<file path="src/rtl/cv32e40p_pipe_stage_ft.sv">
// cv32e40p_pipe_stage_ft: gated multi-field pipeline register with optional skid entry and TMR main entry
module cv32e40p_pipe_stage_ft #(
  parameter int DATA_W     = 32,
  parameter int NUM_FIELDS = 4,
  parameter int SKID_EN    = 1,
  parameter int TMR_EN     = 1,
  parameter int ERR_CNT_W  = 8
) (
  input  logic                         clk_g,
  input  logic                         rst_n,
  input  logic                         flush_i,
  input  logic                         hold_i,
  input  logic                         in_valid_i,
  output logic                         in_ready_o,
  input  logic [NUM_FIELDS-1:0]        in_fld_en_i,
  input  logic [NUM_FIELDS*DATA_W-1:0] in_data_i,
  output logic                         out_valid_o,
  input  logic                         out_ready_i,
  output logic [NUM_FIELDS*DATA_W-1:0] out_data_o,
  output logic                         err_o,
  output logic [ERR_CNT_W-1:0]         err_cnt_o
);
  localparam int W = NUM_FIELDS * DATA_W;
  // Main entry copies hold {valid, data}; every cycle all copies take ent_d, so non-load cycles scrub
  logic [W:0]            ent_a_q, ent_b_q, ent_c_q, vote, ent_d;
  logic [W-1:0]          skid_data_q, main_data, ld_src;
  logic [NUM_FIELDS-1:0] skid_mask_q, ld_mask;
  logic                  skid_v_q, skid_v_d, main_v, acc, out_fire, act;
  logic                  ld_in, ld_skid, to_skid, load;
  logic [ERR_CNT_W-1:0]  err_cnt_q;
  assign vote        = (TMR_EN != 0) ? ((ent_a_q & ent_b_q) | (ent_b_q & ent_c_q) | (ent_a_q & ent_c_q)) : ent_a_q;
  assign main_v      = vote[W];
  assign main_data   = vote[W-1:0];
  assign out_data_o  = main_data;
  assign out_valid_o = main_v & ~hold_i;
  assign in_ready_o  = (SKID_EN != 0) ? (~skid_v_q & ~hold_i) : ((~main_v | out_ready_i) & ~hold_i);
  assign acc         = in_valid_i & in_ready_o;
  assign out_fire    = out_valid_o & out_ready_i;
  assign act         = ~flush_i & ~hold_i;
  assign ld_skid     = act & skid_v_q & out_fire;
  assign ld_in       = act & acc & (~main_v | out_fire);
  assign to_skid     = (SKID_EN != 0) & act & acc & main_v & ~out_fire;
  assign load        = ld_in | ld_skid;
  assign ld_mask     = ld_skid ? skid_mask_q : in_fld_en_i;
  assign ld_src      = ld_skid ? skid_data_q : in_data_i;
  assign skid_v_d    = ~flush_i & (to_skid | (skid_v_q & ~ld_skid));
  assign err_o       = (TMR_EN != 0) & ((ent_a_q != ent_b_q) | (ent_b_q != ent_c_q));
  assign err_cnt_o   = err_cnt_q;
  always_comb begin
    ent_d    = '0;
    ent_d[W] = ~flush_i & (load | (main_v & ~out_fire));
    for (int f = 0; f < NUM_FIELDS; f++)
      ent_d[f*DATA_W +: DATA_W] = (load & ld_mask[f]) ? ld_src[f*DATA_W +: DATA_W] : main_data[f*DATA_W +: DATA_W];
  end
  always_ff @(posedge clk_g or negedge rst_n) begin
    if (!rst_n) begin
      ent_a_q     <= '0;
      ent_b_q     <= '0;
      ent_c_q     <= '0;
      skid_v_q    <= 1'b0;
      skid_data_q <= '0;
      skid_mask_q <= '0;
      err_cnt_q   <= '0;
    end else begin
      ent_a_q  <= ent_d;
      skid_v_q <= skid_v_d;
      if (TMR_EN != 0) begin
        ent_b_q <= ent_d;
        ent_c_q <= ent_d;
      end
      if (to_skid) begin
        skid_data_q <= in_data_i;
        skid_mask_q <= in_fld_en_i;
      end
      if (err_o && !(&err_cnt_q)) err_cnt_q <= err_cnt_q + 1'b1;
    end
  end
endmodule

</file>
<file path="config.mk">
export PLATFORM = sky130hd
export DESIGN_NAME = cv32e40p_pipe_stage_ft
export DESIGN_NICKNAME = d
export VERILOG_FILES = /design/src/rtl/cv32e40p_pipe_stage_ft.sv
export SDC_FILE = /design/constraint.sdc
export NUM_CORES = 1
export LEC_CHECK = 0
export BUFFER_PORTS_ARGS = -buffer_cell sky130_fd_sc_hd__buf_2
export CAP_MARGIN = 20
export CELL_PAD_IN_SITES_DETAIL_PLACEMENT = 2
export CELL_PAD_IN_SITES_GLOBAL_PLACEMENT = 2
export CORE_UTILIZATION = 39
export CTS_BUF_LIST = sky130_fd_sc_hd__clkbuf_8
export CTS_CLUSTER_DIAMETER = 150
export DETAILED_ROUTE_END_ITERATION = 8
export HOLD_SLACK_MARGIN = 0.05
export PLACE_DENSITY_LB_ADDON = 0.3
export REMOVE_ABC_BUFFERS = 1
export SETUP_SLACK_MARGIN = 0.15
export SYNTH_ARGS = -nofsm -noshare
export SYNTH_HDL_FRONTEND = slang
export SYNTH_SLANG_ARGS = --single-unit
export TNS_END_PERCENT = 50
</file>
<file path="constraint.sdc">
create_clock -name clk_g -period 4.6 [get_ports clk_g]
set_input_delay 0.46 -clock clk_g [delete_from_list [all_inputs] [get_ports clk_g]]
set_output_delay 0.46 -clock clk_g [all_outputs]
set_load 0.02 [all_outputs]
</file>
== Word level (Yosys, flattened, before mapping) ==
Cells that the tools add are included.
Word-level totals
  bits in registers: 262
  latch bits: 0
  memory bits (writable): 0
  bits in read-only memories: 0
  output and inout bits: 139
  word-level logic and storage cells: 42
  memories: 0
Operators by class
  add/subtract/negate cells: 0
  multiply operators: 0
  divide/modulo/power cells: 0
  order comparisons: 0
  eq/ne operators: 0
  shift operators: 0
  mux-type cells: 6
  bitwise gates (word level): 32
  reductions and logical operators: 0
Operator list (count)
  $or 129x129->129: 2
  $and 129x129->129: 1
  $mux 128: 1
  $mux 32: 4
  $and 1x1->1: 19
  $not 1->1: 6
  $mux 4: 1
  $or 1x1->1: 4

== Longest topological paths before layout ==
Gate-level depths: netlist (run 1).
  depth after elaboration: 10
  depth in mapped cells: 7

== Worst setup path before layout (run 1) ==
Ideal clock, no wire load.
  path type: input -> register
  start point: in flush_i
  end point: reg ent_b_q[11]
  library setup time: 0.143 ns
  data arrival time: 1.652 ns
  slack: 2.804 ns
  cell stages on the path: 6
  buffers on the path: 3
  cell sequence: or4b_1 buf_2 buf_6 buf_6 nor4_2 a311oi_1
Between the ends
  word-level cells in the longest chain between the ends: 7
Ends and longest elaborated chain
  start: declaration: RTL line 11  | input logic flush_i,
  $not 1->1 (*): RTL line 39  | assign act = ~flush_i & ~hold_i;
  $and 1x1->1 (*): RTL line 39
  $and 1x1->1, on equally long branches (2 in a row): RTL line 41, 40
  $or 1x1->1 or $mux 4 (tied branches): RTL line 43, 44
  $and 1x1->1: RTL line 53  | ent_d[f*DATA_W +: DATA_W] = (load & ld_mask[f]) ? ld_src[f*DATA_W +: DATA_W] : main_data[f*DATA_W +: DATA_W];
  $mux 32 (*): RTL line 53
  end signal: assignment: RTL line 68  | ent_b_q <= ent_d;
  end: declaration: RTL line 25  | logic [W:0] ent_a_q, ent_b_q, ent_c_q, vote, ent_d;
Every way passes the cells marked *; elsewhere a longest branch is shown, timed or not.
A chain may end at the register's enable or synchronous reset.

== Worst setup path after layout (run 1) ==
  start point: reg ent_b_q[128]
  end point: reg skid_data_q[127]
Between the ends
  word-level cells in the longest chain between the ends: 7
Ends and longest elaborated chain
  $and 129x129->129 (*)
  $or 129x129->129: RTL line 31  | assign vote = (TMR_EN != 0) ? ((ent_a_q & ent_b_q) | (ent_b_q & ent_c_q) | (ent_a_q & ent_c_q)) : ent_a_q;
  $or 129x129->129 (*): RTL line 31
  $and 1x1->1: RTL line 35  | assign out_valid_o = main_v & ~hold_i;
  $and 1x1->1: RTL line 38  | assign out_fire = out_valid_o & out_ready_i;
  $not 1->1: RTL line 42  | assign to_skid = (SKID_EN != 0) & act & acc & main_v & ~out_fire;
  $and 1x1->1 (*): RTL line 42
  end signal: assignment: RTL line 72  | skid_data_q <= in_data_i;
  end: declaration: RTL line 26  | logic [W-1:0] skid_data_q, main_data, ld_src;
Marks and branches as above.

==> results by group, run 1 <==
GRT
  – Total GRT Usage: 0.2309
  – First-pass GRT wire length: approximately 64 mm
  – Vias in the first global route: between 10,000 and 15,000
  – Largest net degree at the start of global routing: 94
  – Antenna violations before repair: 10
  – Remaining Overflow, GRT: 0

Logic synthesis
  – Post-synth cell types: 26
  – Seq/Total Area, Yosys: 0.4924
  – Yosys warning count: 0
  – Synth Area per Inst: ~11 sq um
  – Seq cells post-synth: 262
  – Netlist Area Pre-Place: 13,310 sq um
  – Post-Syn Instances: ~1,200

Pwr
  – Maximum VDD drop: ~0.00026 V
  – LEAKAGE: between 6 and 7 nW
  – Total chip power: roughly 0.0065 W
  – Pwr per Cell Area: around 440 nW/um^2

Final layout
  – Post-layout nets: about 1,400
  – Commonest non-fill, non-tap cells in the layout: buf_2, dfrtp_1, inv_1
  – Fill cells: about 3,500
  – Design area: roughly 15,000 sq um
  – Commonest non-fill, non-tap cell in the layout: buf_2
  – Synth-to-layout area growth: 11.77%
  – Non-Filler Instances: between 1,500 and 2,000
  – Fraction of layout instances using a drive strength above 1: 0.4263

Setup path
  – Reg2Reg Depth: 4
  – Critical Path Fanout Max: 59
  – Crit path arrival time: just over 3 ns
  – Worst Path Required: between 5 and 6 ns
  – Critical path class: reg -> reg
  – Setup crit end kind: register
  – Setup crit start kind: register

Timing
  – Crit path time final: between 2 and 3 ns
  – # setup viols final: 0
  – Slew Viols, Final: 0
  – Final hold vios: 0
  – F_max: ~380 MHz
  – Slew margin rel.: 0.3297
  – Setup TNS: 0 ns
  – Final worst slack: between 1.5 and 2 ns
  – RSZ-0062 raised after global routing: false
  – Fin Clk Skew: 0.01484 ns
  – Fin crit share: 0.5721
  – Worst slew pin tran: between 1 and 1.5 ns

CTS
  – Hold-fix buffers at CTS: 1
  – Clk_lat worst skew: between 0.5 and 0.6 ns
  – # resized after CTS: 0
  – CTS sink count: between 200 and 300
  – CTS root buf: clkbuf_8
  – Post-CTS setup buffer count: 0
  – Clock tree from TritonCTS: done
  – CTS Buffer Depth: 3
  – Reg clk slew, reported paths: ~0.06 ns
  – Inserted Clock Buffers: 48
  – H-tree depth: 2

Floorplanning
  – Die area: ~35,000 sq um
  – Cell row count: 67
  – Io pins: 277
  – Starting Density: 0.3971
  – Die span in x: between 150 and 200 microns
  – Core area: 33,530 sq um
  – Die H: 186.8 microns

Outcome
  – Status: completed

Routing
  – Vias: 9,933
  – DR vias/cell: between 5 and 6
  – Residual DRC: 0
  – Antenna Violating Nets Remaining: 0
  – DRT Wirelength: ~40 mm
  – Initial DRC Count: just over 400
  – 1st-pass router iterations: 4
  – Drt wl/cell: roughly 23 microns

Placement
  – Area after DPL: roughly 14,000 sq um
  – PortBufs: about 270
  – Post-DP HPWL: about 25 mm
  – Dpl ws: 1.894 ns
  – Placed cells: about 1,700
  – Routability cong.: 0.7193

Worst hold path
  – Hold depth: 2
  – Hold crit path type: in -> reg

Run
  – Max-cap violation count: 0
cell usage after synthesis:
cell / count / area [sq um]
o21ai_0: 8 / 40.04
nand2_1: 2 / 7.510
buf_2: 38 / 190.2
buf_1: 1 / 3.750
buf_4: 137 / 1028
mux2_2: 128 / 1441
nor3_1: 128 / 640.6
nand4_1: 4 / 25.02
or2_1: 5 / 31.28
a21bo_2: 1 / 10.01
or4b_1: 1 / 10.01
nand2b_1: 1 / 6.260
nor2_1: 1 / 3.750
nand3_1: 4 / 20.02
a21oi_1: 2 / 10.01
a211oi_1: 1 / 7.510
conb_1: 1 / 3.750
buf_6: 10 / 112.6
inv_1: 132 / 495.5
clkbuf_1: 63 / 236.5
nor2b_1: 2 / 12.51
nor4_2: 76 / 950.9
dfrtp_1: 262 / 6556
a311oi_1: 128 / 1121
nor4_1: 52 / 325.3
nor4b_4: 1 / 23.77
final timing paths:
| path | end | slack [ns] | from |
|---|---|---|---|
| max in group asynchronous | ent_b_q[0]$_DFFE_PN0P_ | 2.96 | rst_n |
| worst max-delay path | skid_data_q[127]$_DFFE_PN0P_ | 1.97 | ent_b_q[128]$_DFF_PN0_ |
| worst min register to register | skid_data_q[86]$_DFFE_PN0P_ | 0.51 | skid_data_q[86]$_DFFE_PN0P_ |
| worst min-delay path | skid_data_q[81]$_DFFE_PN0P_ | 0.16 | in_data_i[81] |
| worst max register to register | skid_data_q[127]$_DFFE_PN0P_ | 1.97 | ent_b_q[128]$_DFF_PN0_ |
| min in group asynchronous | ent_b_q[97]$_DFFE_PN0P_ | 0.54 | rst_n |
area by class of cell:
class / count / area, sq um / area share
clock inverters: 29 / 145.1 / 0.009754
flip-flops and latches: 262 / 6556 / 0.4406
diodes: 7 / 17.52 / 0.001177
multi-input cells: 554 / 4742 / 0.3187
repair buffers: 296 / 1579 / 0.1061
inverters: 132 / 495.5 / 0.03330
well taps: 448 / 560.5 / 0.03767
clock buffers: 57 / 784.5 / 0.05272
metrics by stage:
step / hold slack (ns) / util
6_report: 0.1631 / 0.4438
3_5_place_dp: 0.4952 / 0.4152
3_3_place_gp: 0.4888 / 0.4152
2_1_floorplan: 0.1644 / -
4_1_cts: 0.1209 / 0.4432
5_1_grt: 0.1327 / 0.4435
registers in the layout, summed over array words and instances, names as in the netlist:
signal	flops
skid_v_q	1
skid_data_q	128
skid_mask_q	4
ent_b_q	129
critical path, cell delays in order (launching register included):
cell and delay (ns):
dfrtp_1 0.49, nor2b_4 0.54, nand2_4 0.60, buf_4 0.51, mux2_2 0.33
cell families after synthesis:
group | Yosys count | synth area share
AO/OA/AOI/OAI | 140 | 0.08928
other | 1 | 0.0002817
multiplexers | 128 | 0.1083
flip-flops | 262 | 0.4924
buffers and inverters | 381 | 0.1552
AND/OR/NAND/NOR | 277 | 0.1545
routing by layer:
| metal | global-route usage | vias up | part of all wire |
|---|---|---|---|
| met5 | 0 | - | 0.00094 |
| met4 | 0.06116 | 6 | 0.016 |
| met3 | 0.04852 | 59 | 0.054 |
| met2 | 0.3744 | 261 | 0.48 |
| met1 | 0.3132 | 5203 | 0.45 |
| li1 | - | 4404 | - |
report_power, final:
part,internal (W),switching (W),total (W)
combinational,0.000519,0.000826,0.00135
sequential,0.00275,0.000265,0.00302
clock,0.00117,0.000981,0.00215
total,0.00444,0.00207,0.00652
No activity file was read; power rests on OpenSTA's default activity.
==> run 2, diff against run 1 <==
- CORE_UTILIZATION: 39 -> 37
- clock period: 4.6 -> 2.5 ns (I/O delays scaled with it)
==> run 2 against run 1 <==
  * Clock-buffer cell count shrank 2
  * Global-route usage up 0.27 points
  * Clock power is 78% higher
  * First-iteration DRC count grew 0.99%
  * Register-to-register slack got worse by 1.7 ns
  * Sequential share of layout area shrank 3.7 points
  * Critical path depth is the same
  * Combinational power is 100% higher
  * Via count up 5.3%
  * Largest power group unchanged
  * Maximum frequency is 18% higher
  * Critical path type unchanged
==> results by group, run 2 (synthesized netlist as in run 1, its figures left out) <==
Pwr
  – Maximum VDD drop: 0.0003971 V (was 0.0002595 V)
  – Pwr per Cell Area: 741.2 nW/um^2 (was 437.9 nW/um^2)
  – Total chip power: 0.01205 W (was 0.006516 W)
  – LEAKAGE: 7.472 nW (was 6.888 nW)

Setup path
  – Critical Path Fanout Max: 100 (was 59)
  – Crit-path leading delay family: simple AND/OR/NAND/NOR gates (unchanged)
  – WP depth: 4 (unchanged)
  – Setup crit end kind: register (unchanged)
  – CP max stage cell: or4b_4 (was nand2_4)
  – Reg2Reg Depth: 4 (unchanged)
  – Worst Path Required: 2.91 ns (was 5.02 ns)
  – Crit path cell chain: or4b_4 > buf_12 > nor4_1 > a311oi_1 (was nor2b_4 > nand2_4 > buf_4 > mux2_2)
  – Crit. Startpoint: skid_v_q$_DFF_PN0_ (was ent_b_q[128]$_DFF_PN0_)
  – R2R Path End: ent_b_q[30]$_DFFE_PN0P_ (was skid_data_q[127]$_DFFE_PN0P_)
  – Crit path arrival time: 2.64 ns (was 3.05 ns)
  – Worst reg2reg startpoint: skid_v_q$_DFF_PN0_ (was ent_b_q[128]$_DFF_PN0_)
  – CP Buf/Inv Count: 1 (unchanged)
  – Setup crit start kind: register (unchanged)
  – Critical path class: reg -> reg (unchanged)
  – Max incr delay on CP: 0.55 ns (was 0.60 ns)
  – FF-to-FF setup slack: 0.27 ns (was 1.97 ns)

Final layout
  – Regs by FF count: ent_b_q: 129 flops, skid_data_q: 128 flops, skid_mask_q: 4 flops (unchanged)
  – Biggest register: ent_b_q (unchanged)
  – Commonest non-fill, non-tap cell in the layout: buf_2 (unchanged)
  – Commonest non-fill, non-tap cells in the layout: buf_2, dfrtp_1, inv_1 (unchanged)
  – Largest register FFs: 129 (unchanged)
  – Fraction of layout instances using a drive strength above 1: 0.3859 (was 0.4263)
  – Non-Filler Instances: 1,928 (was 1,785)
  – Synth-to-layout area growth: 22.12% (was 11.77%)
  – Post-layout nets: 1,568 (was 1,432)

Floorplanning
  – Starting Density: 0.3752 (was 0.3971)
  – Core area: 35,480 sq um (was 33,530 sq um)
  – Io pins: 277 (unchanged)
  – Die span in x: 191.7 microns (was 186.8 microns)
  – Die H: 191.7 microns (was 186.8 microns)
  – Cell row count: 69 (was 67)
  – Die area: 36,750 sq um (was 34,880 sq um)

Routing
  – Vias: 10,462 (was 9,933)
  – Antenna Violating Nets Remaining: 0 (unchanged)
  – Residual DRC: 0 (unchanged)
  – Initial DRC Count: 407 (was 403)
  – Drt wl/cell: 22.37 microns (was 22.68 microns)
  – 1st-pass router iterations: 4 (unchanged)
  – DR vias/cell: 5.426 (was 5.565)
  – DRT Wirelength: 43.13 mm (was 40.49 mm)

Timing
  – # setup viols final: 0 (unchanged)
  – Final hold vios: 0 (unchanged)
  – Worst slew pin tran: 0.9287 ns (was 1.006 ns)
  – F_max: 448.1 MHz (was 380.0 MHz)
  – Final hold slack: 0.1892 ns (was 0.1631 ns)
  – Crit path time final: 2.232 ns (was 2.632 ns)
  – RSZ-0062 raised after global routing: false (unchanged)
  – Slew Viols, Final: 0 (unchanged)
  – Fin Clk Skew: 0.01156 ns (was 0.01484 ns)
  – Fin crit share: 0.8926 (was 0.5721)
  – Slew margin rel.: 0.3809 (was 0.3297)

CTS
  – Clk_lat worst skew: 0.56 ns (was 0.55 ns)
  – Post-CTS setup buffer count: 0 (unchanged)
  – # resized after CTS: 0 (unchanged)
  – CTS root buf: clkbuf_8 (unchanged)
  – CTS Buffer Depth: 3 (unchanged)
  – Clock tree from TritonCTS: done (unchanged)
  – Reg clk slew, reported paths: 0.06 ns (about the same)
  – Hold-fix buffers at CTS: 134 (was 1)
  – H-tree depth: 2 (unchanged)
  – Inserted Clock Buffers: 48 (unchanged)
  – CTS sink count: 262 (unchanged)

GRT
  – Largest net degree at the start of global routing: 129 (was 94)
  – Total GRT Usage: 0.2336 (was 0.2309)
  – First-pass GRT wire length: 67.58 mm (was 64.30 mm)
  – Vias in the first global route: 11,901 (was 11,078)
  – Antenna violations before repair: 4 (was 10)
  – Remaining Overflow, GRT: 0 (unchanged)

Run
  – Max-cap violation count: 0 (unchanged)

Placement
  – Post-DP HPWL: 24.11 mm (was 24.59 mm)
  – Placed cells: 1,707 (was 1,691)
  – Routability cong.: 0.7314 (was 0.7193)
  – PortBufs: 267 (unchanged)

Outcome
  – Status: completed (unchanged)

Worst hold path
  – Hold crit path type: in -> async (was in -> reg)
## run 2: layout make-up
class                      count  area [sq um]
antenna                        3         7.507
clock buffer                  55         757.0
clock inverter                29         116.4
fill                        3624         19220
inverter                     132         495.5
multi-input combinational    554          4742
sequential                   262          6556
tap                          461         576.8
timing repair buffer         432          3008
## run 2: worst max-delay path by stage
stage,end
detailed placement,ent_b_q[18]$_DFFE_PN0P_
global route,ent_b_q[30]$_DFFE_PN0P_
global placement,skid_data_q[101]$_DFFE_PN0P_
floorplan,skid_data_q[0]$_DFFE_PN0P_
CTS,ent_b_q[96]$_DFFE_PN0P_
finish,ent_b_q[30]$_DFFE_PN0P_
## run 2: power breakdown
group | switching, W | internal, W | total [W]
registers | 0.000472 | 0.00506 | 0.00554
logic | 0.00159 | 0.00110 | 0.00270
clock network | 0.00183 | 0.00198 | 0.00382
## run 2: per-layer routing
| metal | routed length [microns] | GRT usage | up-vias |
|---|---|---|---|
| li1 | - | - | 4664 |
| met1 | 19160 | 0.3018 | 5456 |
| met2 | 21020 | 0.3954 | 264 |
| met3 | 1971 | 0.04458 | 74 |
| met4 | 958 | 0.06746 | 4 |
| met5 | 25 | 0 | - |
## run 2: stage by stage
stage | setup WS [ns] | util | area, sq um | setup TNS [ns]
after floorplan | -11.47 | - | 11770 | -2102.74
after global placement | 0.5502 | 0.3956 | 14040 | 0
after detailed placement | 0.4510 | 0.3956 | 14040 | 0
after CTS | 0.4399 | 0.4580 | 16250 | 0
final | 0.2684 | 0.4582 | 16260 | 0
after global routing | 0.2445 | 0.4582 | 16260 | 0
